## src/rtl/asyncf_rd_stream.sv

```systemverilog
// Purpose : read-domain consumer of the async FIFO; pops the read port and presents words on a valid/ready stream.
// Latency : rinc in cycle N, rdata captured at end of N+1, m_valid/m_data in N+2; sustains 1 word/cycle.
// Backpressure: 2-entry skid buffer; pops are credit-limited so buffered + in-flight words never exceed 2.
module asyncf_rd_stream #(
    parameter int DSIZE = 8,
    parameter int CSIZE = 16
) (
    input  logic             rclk,
    input  logic             rrst_n,
    input  logic             en,
    input  logic             rempty,
    input  logic [DSIZE-1:0] rdata,
    output logic             rinc,
    output logic             m_valid,
    output logic [DSIZE-1:0] m_data,
    input  logic             m_ready,
    output logic [CSIZE-1:0] beat_cnt
);

    // Buffer occupancy doubles as the FSM state; encoding equals the word count.
    typedef enum logic [1:0] {
        EMPTY = 2'd0,
        ONE   = 2'd1,
        TWO   = 2'd2
    } occ_e;

    occ_e             occ_q, occ_d;
    logic             infl_q, infl_d;     // a pop was issued last cycle: rdata is live now
    logic             head_q, head_d;     // slot index presented on m_data
    logic [DSIZE-1:0] mem0_q, mem0_d;
    logic [DSIZE-1:0] mem1_q, mem1_d;
    logic [CSIZE-1:0] beat_q, beat_d;

    logic       fire;
    logic       cap;
    logic       tail;
    logic [1:0] occ_cnt;
    logic [2:0] pending;
    logic       room;

    // Stream side and pop credit: a pop is allowed only if, after this cycle's
    // fire, the words buffered plus the one in flight leave a free slot for it.
    always_comb begin
        occ_cnt = occ_q;
        m_valid = (occ_q != EMPTY);
        m_data  = head_q ? mem1_q : mem0_q;
        fire    = m_valid & m_ready;
        cap     = infl_q;
        pending = {1'b0, occ_cnt} + {2'b00, infl_q};
        room    = (pending < (3'd2 + {2'b00, fire}));
        rinc    = rrst_n & en & ~rempty & room;
    end

    // Occupancy FSM: capture adds a word, fire removes one, both together hold.
    always_comb begin
        occ_d = occ_q;
        unique case (occ_q)
            EMPTY: begin
                if (cap) occ_d = ONE;
            end
            ONE: begin
                if (cap && !fire)      occ_d = TWO;
                else if (!cap && fire) occ_d = EMPTY;
            end
            TWO: begin
                if (fire && !cap) occ_d = ONE;
            end
            default: occ_d = EMPTY;
        endcase
    end

    // Datapath next state: tail slot is head + occupancy (mod 2); the head slot
    // is never overwritten while valid, so m_data holds steady until fire.
    always_comb begin
        tail   = head_q ^ occ_cnt[0];
        mem0_d = mem0_q;
        mem1_d = mem1_q;
        if (cap && !tail) mem0_d = rdata;
        if (cap &&  tail) mem1_d = rdata;
        head_d = head_q ^ fire;
        infl_d = rinc;
        beat_d = beat_q + CSIZE'(fire);
    end

    // State registers with synchronous active-low reset; in-flight and buffered words are discarded.
    always_ff @(posedge rclk) begin
        if (!rrst_n) begin
            occ_q  <= EMPTY;
            infl_q <= 1'b0;
            head_q <= 1'b0;
            mem0_q <= '0;
            mem1_q <= '0;
            beat_q <= '0;
        end else begin
            occ_q  <= occ_d;
            infl_q <= infl_d;
            head_q <= head_d;
            mem0_q <= mem0_d;
            mem1_q <= mem1_d;
            beat_q <= beat_d;
        end
    end

    assign beat_cnt = beat_q;

endmodule

```

## config.mk

```make
export PLATFORM = sky130hd
export DESIGN_NAME = asyncf_rd_stream
export DESIGN_NICKNAME = d
export VERILOG_FILES = /design/src/rtl/asyncf_rd_stream.sv
export SDC_FILE = /design/constraint.sdc
export NUM_CORES = 1
export LEC_CHECK = 0
export CAP_MARGIN = 30
export CORE_MARGIN = 4
export CORE_UTILIZATION = 53
export CTS_BUF_LIST = sky130_fd_sc_hd__clkbuf_16
export CTS_CLUSTER_SIZE = 10
export DETAILED_ROUTE_END_ITERATION = 8
export PLACE_DENSITY = 0.87
export SLEW_MARGIN = 20
export SYNTH_ARGS = -nofsm -noshare
export SYNTH_HDL_FRONTEND = slang
export SYNTH_SLANG_ARGS = --single-unit
```

## constraint.sdc

```tcl
create_clock -name rclk -period 2.75 [get_ports rclk]
set_clock_uncertainty 0.05 [all_clocks]
set_input_delay 0.275 -clock rclk [delete_from_list [all_inputs] [get_ports rclk]]
set_output_delay 0.275 -clock rclk [all_outputs]
set_load 0.02 [all_outputs]
```

After elaboration in Yosys (flattened, before gate mapping)
Cells that the tools add are included.
{"block": "classes", "reduce_logical": 10, "eq_ne": 5, "magnitude_cmp": 1, "mux": 6, "n_addsub": 3, "n_bitwise": 7}
{"op": "$add 16x1->16", "n": 1}
{"op": "$mux 2", "n": 4}
{"op": "$mux 8", "n": 1}
{"op": "$pmux 2 s3", "n": 1}
{"op": "$and 1x1->1", "n": 4}
{"op": "$logic_and 1x1->1", "n": 4}
{"op": "$ne 2x2->1 const B", "n": 2}
{"op": "$add 2x1->3", "n": 1}
{"op": "$add 2x1->3 const A", "n": 1}
{"op": "$logic_not 1->1", "n": 3}
{"op": "$lt 3x3->1", "n": 1}
{"op": "$ne 3x3->1 const B", "n": 1}
{"op": "$reduce_and 3->1", "n": 1}
{"op": "$eq 2x1->1 const B", "n": 1}
{"op": "$eq 2x2->1 const B", "n": 1}
{"op": "$logic_not 2->1", "n": 1}
{"op": "$reduce_bool 2->1", "n": 1}
{"op": "$xor 1x1->1", "n": 2}
{"op": "$not 1->1", "n": 1}
{"block": "totals", "output_inout_bits": 26, "inputBits": 13, "regBits": 36}

Logic depth before layout (Yosys ltp)
Gate-level depths: netlist of the first run.
{"block": "depth", "ltp_word": 6, "ltp_mapped": 7, "depth_no_buf": 7}

Worst setup path after synthesis of the first run
OpenSTA, ideal clock, no wires.
{"block": "synth_timing", "kind": "reg-to-output", "start": "register infl_q, in the netlist cap", "end": "output port rinc", "path_buffers": 0, "required_time_ps": 2425, "t_arrival_ps": 1626, "path_slack_ps": 799, "stages_incl_launch_ff": 5, "path_cell_list": "dfxtp_1 ha_1 ha_1 o21ai_1 nor4b_1"}
{"block": "synth_via", "elab_chain_cells": 3}
{"element": "start: declaration", "line_no": "28", "source": "logic infl_q, infl_d;"}
{"element": "start signal: assignment", "line_no": "96", "source": "infl_q <= infl_d;"}
{"element": "$add 2x1->3", "line_no": "49", "source": "pending = {1'b0, occ_cnt} + {2'b00, infl_q};"}
{"element": "$lt 3x3->1", "line_no": "50", "source": "room = (pending < (3'd2 + {2'b00, fire}));"}
{"element": "$and 1x1->1", "line_no": "51", "source": "rinc = rrst_n & en & ~rempty & room;"}
{"element": "end: declaration", "line_no": "13", "source": "output logic rinc,"}
No other way between the ends.

Final worst setup path of the first run
{"block": "layout_timing", "start": "register occ_q[0], in the netlist occ_cnt[0]", "end": "output port rinc"}
{"block": "layout_via", "elab_chain_cells": 5, "elab_cells_between_ends": 6, "classes_between": "add/sub (2); order compare (1); bitwise (2); reduce/logical (1)"}
{"element": "start: declaration", "line_no": "27", "source": "occ_e occ_q, occ_d;"}
{"element": "start signal: assignment", "line_no": "88", "source": "occ_q <= EMPTY;"}
{"element": "start signal: assignment", "line_no": "95", "source": "occ_q <= occ_d;"}
{"element": "$reduce_bool 2->1", "line_no": "45", "source": "m_valid = (occ_q != EMPTY);"}
{"element": "$and 1x1->1", "line_no": "47", "source": "fire = m_valid & m_ready;"}
{"element": "$add 2x1->3", "line_no": "50"}
{"element": "$lt 3x3->1 (*)", "line_no": "50"}
{"element": "$and 1x1->1 (*)", "line_no": "51"}
Mark *: on every way between the ends. The rest lies on a longest branch, timed or not.

==> metrics.md, run 1 <==
| Metric | Value |
|---|---|
| CTS H-Tree Depth | `2` |
| Setup ws final | `0.2593 ns` |
| Slowest-stage cell, CP | `clkdlybuf4s50_1` |
| Gate Count Post-Synth | `166` |
| Routed Antenna Nets | `0` |
| Most frequent cells in the layout | `clkdlybuf4s50_1, dfxtp_1, mux2i_1` |
| CTS Buffer Depth | `2` |
| Number of port buffers | `38` |
| Register bit count reported by yosys | `36` |
| Hold Path Stages | `2` |
| Max_cap viols | `0` |
| Core Box Area | `between 0.003 and 0.004 mm2` |
| Leak Pwr | `0.9501 nW` |
| Layout area overhead | `32.89%` |
| Post-DP HPWL | `2.567 mm` |
| Total track usage | `between 10% and 20%` |
| Num ports | `39` |
| Synth Area in Adders | `under 10%` |
| Commonest non-fill, non-tap cell in the layout | `clkdlybuf4s50_1` |
| Clk Latency, worst-skew pair | `0.28 ns` |
| WS Path Type | `reg -> out` |
| Post-cts hold buffer count | `0` |
| Cell count after placement | `around 240` |
| Avg Cell Area, Syn | `10.15 um2` |
| RSZ-0062 raised after global routing | `no` |
| Worst path required time | `2.42 ns` |
| CTS resizes | `0` |
| Antenna Cells | `0` |
| Final period util | `90.57%` |
| Largest family of logic cells by synthesized area | `simple AND/OR/NAND/NOR gates` |
| Compound-Gate Fraction of Synth Area | `6.088%` |
| Net Count, Synth | `~180` |
| Final std cells w/o fill | `251` |
| Simple-gate share of the synthesized area | `between 20% and 30%` |
| Mux cell area share after synthesis | `approximately 17%` |
| DRC Markers | `0` |
| Peak Freq | `between 400 and 500 MHz` |
| Most common cell on crit path | `ha_1` |
| CTS root buf | `clkbuf_16` |
| Kind of start point of the critical path | `register` |
| Vias | `1316` |
| Syn. warnings | `0` |
| FF-to-FF path depth | `7` |
| Final min period | `2.491 ns` |
| Type of the worst min-delay path | `reg -> reg` |
| CP cell instances | `ha_1 -> ha_1 -> o21ai_1 -> nor4b_1 -> clkdlybuf4s50_1` |
| Post-CTS setup repair buffer count | `0` |
| Largest net degree at the start of global routing | `39` |
| Sequential area share after synthesis | `42.76%` |
| Number of global-route vias before repair | `1364` |
| First-pass GRT wire length | `6.085 mm` |
| Max stage delay on crit path | `0.65 ns` |
| CTS tree | `done` |
| R2r setup slk | `0.81 ns` |
| NumNets Final | `223` |
| Util after Layout | `73.36%` |
| Initial DRC Count | `just under 60` |
| Power per cell area | `between 500 and 600 mW/mm2` |
| Global placement routability congestion | `a little under 0.8` |
| Starting Density | `55.20%` |
| Crit path max fanout | `8` |
| Overflow after GRT | `0` |
| Final slew viol count | `0` |
| Clock slew at reported path FFs | `about 0.050 ns` |
| Peak VDD IR | `0.3816 mV` |
| Status | `finished, final reports clean` |
| Fillers | `245` |
| Wirelength, routed | `3.518 mm` |
| Placement-stage worst setup slack | `0.3590 ns` |
| CP arrival | `2.17 ns` |
| Initial antenna violation count | `0` |
| Via density per instance | `5.243` |
| Die footprint | `0.004146 mm2` |
| Final Hold Viols | `0` |
| Slew of the pin with the lowest slew margin | `0.5156 ns` |
| Setup_tns | `0 ns` |
| Final setup vio count | `0` |
| Die H | `64.39 um` |
| Die width | `approximately 64 um` |
| DR WL/cell | `between 10 and 15 um` |
| Post-Synth XOR/XNOR Area | `4.677%` |
| Fraction of layout cells with a size suffix above 1 | `10.14%` |
| Std-Cell Rows | `20` |
| Synth Cell Area | `0.001685 mm2` |
| Netlist cell types | `37` |
| CP endpoint kind | `output pin` |
| CTS Buf Count | `5` |
| Max_slew headroom | `about 66%` |
| Clock Sinks | `36` |
| DR pass1 iterations | `4` |
routing by layer:
| layer | vias up | GRT usage, % | routed length, um | part of all wire [%] |
|---|---|---|---|---|
| li1 | 661 | - | - | - |
| met3 | 5 | 5.624 | 172 | 4.9 |
| met2 | 33 | 33.89 | 1820 | 52 |
| met5 | - | 0 | 0 | 0 |
| met1 | 617 | 20.50 | 1479 | 42 |
| met4 | 0 | 7.652 | 45 | 1.3 |
flip-flops by register name, summed over array words and instances, names as in the netlist:
signal    count
cap           1
beat_cnt     16
mem1_q        8
head_q        1
occ_cnt       2
mem0_q        8
per-stage QoR:
stage / total power [mW] / hold slack [ns] / cell area [um2]
2_1_floorplan: 0.5986 / 0.3017 / 1685
6_report: 1.151 / 0.4413 / 2240
3_5_place_dp: 0.6403 / 0.4217 / 2103
5_1_grt: 1.196 / 0.4786 / 2240
3_3_place_gp: 0.6368 / 0.4052 / 2103
4_1_cts: 1.164 / 0.4362 / 2240
final timing paths:
check,to,startpoint
min reg2reg,beat_cnt[15]$_SDFF_PN0_,beat_cnt[15]$_SDFF_PN0_
max reg2reg,beat_cnt[13]$_SDFF_PN0_,occ_cnt[1]$_SDFFE_PN0P_
max,rinc,occ_cnt[0]$_SDFFE_PN0P_
min,beat_cnt[15]$_SDFF_PN0_,beat_cnt[15]$_SDFF_PN0_
layout make-up:
cell class                      count  area, um2  share of cell area, %
Tap cell                           44      55.05                  2.458
Multi-Input combinational cell    123      935.9                  41.79
Clock inverter                      3      11.26                 0.5028
Sequential cell                    36      720.7                  32.18
Inverter                            1      3.754                 0.1676
Timing Repair Buffer               39      387.9                  17.32
Clock buffer                        5      125.1                  5.587
Yosys cell counts:
cell type | n | area share [%]
a21boi_1 | 3 | 1.3
a21oi_1 | 1 | 0.30
and2_1 | 12 | 4.5
and3_1 | 2 | 0.74
and4_1 | 1 | 0.52
and4_2 | 1 | 0.59
buf_2 | 2 | 0.59
clkbuf_1 | 4 | 0.89
dfxtp_1 | 36 | 43
ha_1 | 4 | 3.0
inv_1 | 1 | 0.22
mux2_2 | 8 | 5.3
mux2i_1 | 19 | 11
nand2_1 | 9 | 2.0
nand2_2 | 2 | 0.74
nand2b_1 | 5 | 1.9
nand3_1 | 5 | 1.5
nand4_1 | 2 | 0.74
nor2b_1 | 17 | 6.3
nor3b_1 | 2 | 0.89
nor4_1 | 1 | 0.37
nor4_2 | 1 | 0.74
nor4b_1 | 2 | 1.0
nor4bb_1 | 1 | 0.59
o211ai_1 | 2 | 0.89
o21a_1 | 1 | 0.45
o21ai_0 | 2 | 0.59
o21ai_1 | 1 | 0.30
o21ai_2 | 1 | 0.52
o22ai_1 | 1 | 0.37
o31ai_1 | 3 | 1.3
or2_2 | 1 | 0.37
or2_4 | 1 | 0.52
or3_1 | 2 | 0.74
or4_1 | 1 | 0.45
xnor2_1 | 6 | 3.1
xor2_1 | 3 | 1.6
power breakdown:
| group | total (mW) | switching (mW) | internal, mW |
|---|---|---|---|
| Clock | 0.522 | 0.196 | 0.325 |
| Sequential | 0.540 | 0.00912 | 0.531 |
| Combinational | 0.0891 | 0.0380 | 0.0511 |
critical path, delay by kind of cell (launching register included):
family	cells	cell delay, ns
buffers and inverters	1	0.65
DFF	1	0.47
AOI/OAI and AO/OA	1	0.11
and+or+nand+nor	1	0.24
adders and majority gates	2	0.42
cell families (layout without fill, tap and decap cells):
family	count (synthesis)	count (layout)
mux	27	27
simple gates	68	68
flops	36	36
xor+xnor	9	9
buf+inv	7	48
fa+ha+maj	4	4
compound gates	15	15
Note: power is estimated with default switching activity, not from simulation.
==> run 2: changes to the inputs <==
--- a/config.mk
+++ b/config.mk
@@ -11,6 +11,7 @@
 export CTS_BUF_LIST = sky130_fd_sc_hd__clkbuf_16
 export CTS_CLUSTER_SIZE = 10
 export DETAILED_ROUTE_END_ITERATION = 8
+export HOLD_SLACK_MARGIN = 0.06
 export PLACE_DENSITY = 0.87
 export SLEW_MARGIN = 20
 export SYNTH_ARGS = -nofsm -noshare
==> results of run 2 <==
Same layout as run 1: the final DEF is identical, and so are final timing and power.
==> run 3: changes to the inputs <==
--- a/config.mk
+++ b/config.mk
@@ -7,12 +7,13 @@
 export LEC_CHECK = 0
 export CAP_MARGIN = 30
 export CORE_MARGIN = 4
-export CORE_UTILIZATION = 53
+export CORE_UTILIZATION = 44
 export CTS_BUF_LIST = sky130_fd_sc_hd__clkbuf_16
 export CTS_CLUSTER_SIZE = 10
 export DETAILED_ROUTE_END_ITERATION = 8
 export HOLD_SLACK_MARGIN = 0.06
-export PLACE_DENSITY = 0.87
+export PLACE_DENSITY = 0.77
+export REMOVE_ABC_BUFFERS = 1
 export SLEW_MARGIN = 20
 export SYNTH_ARGS = -nofsm -noshare
 export SYNTH_HDL_FRONTEND = slang
==> constraint.sdc (replaced) <==
create_clock -name rclk -period 2.1 [get_ports rclk]
set_clock_uncertainty 0.05 [all_clocks]
set_input_delay 0.21 -clock rclk [delete_from_list [all_inputs] [get_ports rclk]]
set_output_delay 0.21 -clock rclk [all_outputs]
set_load 0.02 [all_outputs]
==> run 3 against run 2 <==
  * Via count is 1.7% higher
  * Non-clock buffer count is 4 higher
  * Critical path depth is 3 lower
  * Largest cell class unchanged
==> metrics.md, run 3 (synthesis results as in run 1) <==
| Metric | Value |
|---|---|
| Number of global-route vias before repair | `1393` |
| Slew of the pin with the lowest slew margin | `0.5107 ns` |
| CTS H-Tree Depth | `2` |
| Peak VDD IR | `0.4656 mV` |
| Final Hold Viols | `0` |
| Core Box Area | `0.003689 mm2` |
| Die footprint | `0.004885 mm2` |
| Kind of start point of the critical path | `register` |
| Post-cts hold buffer count | `0` |
| Routed Antenna Nets | `0` |
| NumNets Final | `227` |
| Die H | `about 70 um` |
| DRC Markers | `0` |
| DR pass1 iterations | `4` |
| Wirelength, routed | `approximately 3.5 mm` |
| Fraction of layout cells with a size suffix above 1 | `13.27%` |
| Power per cell area | `713.9 mW/mm2` |
| Status | `finished, final reports clean` |
| Setup_tns | `0 ns` |
| Global placement routability congestion | `0.7294` |
| Final min period | `1.948 ns` |
| Final setup vio count | `0` |
| Clk Latency, worst-skew pair | `0.27 ns` |
| FF+latch area | `721.9 um2` |
| Starting Density | `between 40 and 50%` |
| Commonest non-fill, non-tap cell in the layout | `clkdlybuf4s50_1` |
| Vias | `1339` |
| CTS root buf | `clkbuf_16` |
| Crit path max fanout | `10` |
| Total track usage | `between 10% and 20%` |
| First-pass GRT wire length | `6.168 mm` |
| Peak Freq | `513.3 MHz` |
| Clock Sinks | `36` |
| Leak Pwr | `0.9763 nW` |
| Post-DP HPWL | `around 2.5 mm` |
| Hold Startpoint | `beat_cnt[15]$_SDFF_PN0_` |
| CTS Buffer Depth | `2` |
| Initial DRC Count | `66` |
| Initial antenna violation count | `0` |
| Clock slew at reported path FFs | `0.05 ns` |
| Type of the worst min-delay path | `reg -> reg` |
| Util after Layout | `62.28%` |
| DR WL/cell | `13.63 um` |
| Overflow after GRT | `0` |
| RSZ-0062 raised after global routing | `no` |
| Num ports | `39` |
| Max_slew headroom | `65.96%` |
| Critical path origin | `head_q$_SDFF_PN0_` |
| Via density per instance | `5.170` |
| Die width | `69.89 um` |
| Max FFs per register | `16` |
| Final period util | `92.76%` |
| Multi-input gate area | `935.9 um2` |
| CP endpoint kind | `output pin` |
| Post-CTS setup repair buffer count | `0` |
| CTS tree | `done` |
| RR Startpoint | `occ_cnt[0]$_SDFFE_PN0P_` |
| Largest net degree at the start of global routing | `40` |
| Final slew viol count | `0` |
| Std-Cell Rows | `22` |
| WS Path Type | `reg -> out` |
| Antenna Cells | `0` |
| CP arrival | `1.69 ns` |
| Worst path required time | `1.84 ns` |
| CTS Buf Count | `5` |
| Fillers | `334` |
| Layout area overhead | `36.30%` |
| Number of port buffers | `38` |
| Most frequent cells in the layout | `clkdlybuf4s50_1, dfxtp_1, mux2i_1` |
| Max_cap viols | `0` |
[run 3: what timing repair did]
action | 4_1_cts | 5_1_grt
cloned | 0 | 0
resized for setup | 2 | 3
setup endpoints to repair | 9 | 1
[run 3: area by class of cell]
class                   count  share of cell area (%)
multi-input cells         123                   40.74
flip-flops and latches     36                   31.43
repair buffers             43                   17.97
clock buffers               5                   5.447
well taps                  48                   2.614
clock inverters             3                   1.634
inverters                   1                  0.1634
[run 3: through the flow]
step	worst slack (ns)	area [um2]	hold WS (ns)	instances	total power, mW
6_report	0.1520	2297	0.4274	259	1.640
2_1_floorplan	0.2135	1660	0.2367	160	0.7763
5_1_grt	0.06445	2297	0.4697	259	1.695
4_1_cts	0.01049	2301	0.4352	259	1.656
3_5_place_dp	-0.06666	2138	0.4320	251	0.8447
3_3_place_gp	0.05554	2138	0.4046	251	0.8391
[run 3: where the power goes]
| part | total, mW | leakage, nW | internal (mW) | switching (mW) |
|---|---|---|---|---|
| Combinational | 0.125 | 0.606 | 0.0702 | 0.0546 |
| Clock | 0.811 | 0.0789 | 0.551 | 0.260 |
| Sequential | 0.705 | 0.291 | 0.695 | 0.00943 |
[run 3: worst max-delay path: stages, from the launching register on]
cell,delay [ns]
dfxtp_2,0.49
mux2_2,0.38
clkdlybuf4s50_1,0.54
[run 3: path summary, 6_finish.rpt]
path | to | slack [ns] | cells past startpoint
setup / recovery | m_data[6] | 0.15 | 2
hold / removal | beat_cnt[15]$_SDFF_PN0_ | 0.43 | 2
setup reg to reg | beat_cnt[8]$_SDFF_PN0_ | 0.18 | 8
hold reg to reg | beat_cnt[15]$_SDFF_PN0_ | 0.43 | 2
[run 3: layer usage]
metal	routed length (um)	track usage, %	up-vias
li1	-	-	672
met1	1547	18.86	639
met2	1801	25.39	22
met3	129	4.317	6
met4	51	5.957	0
met5	0	0	-
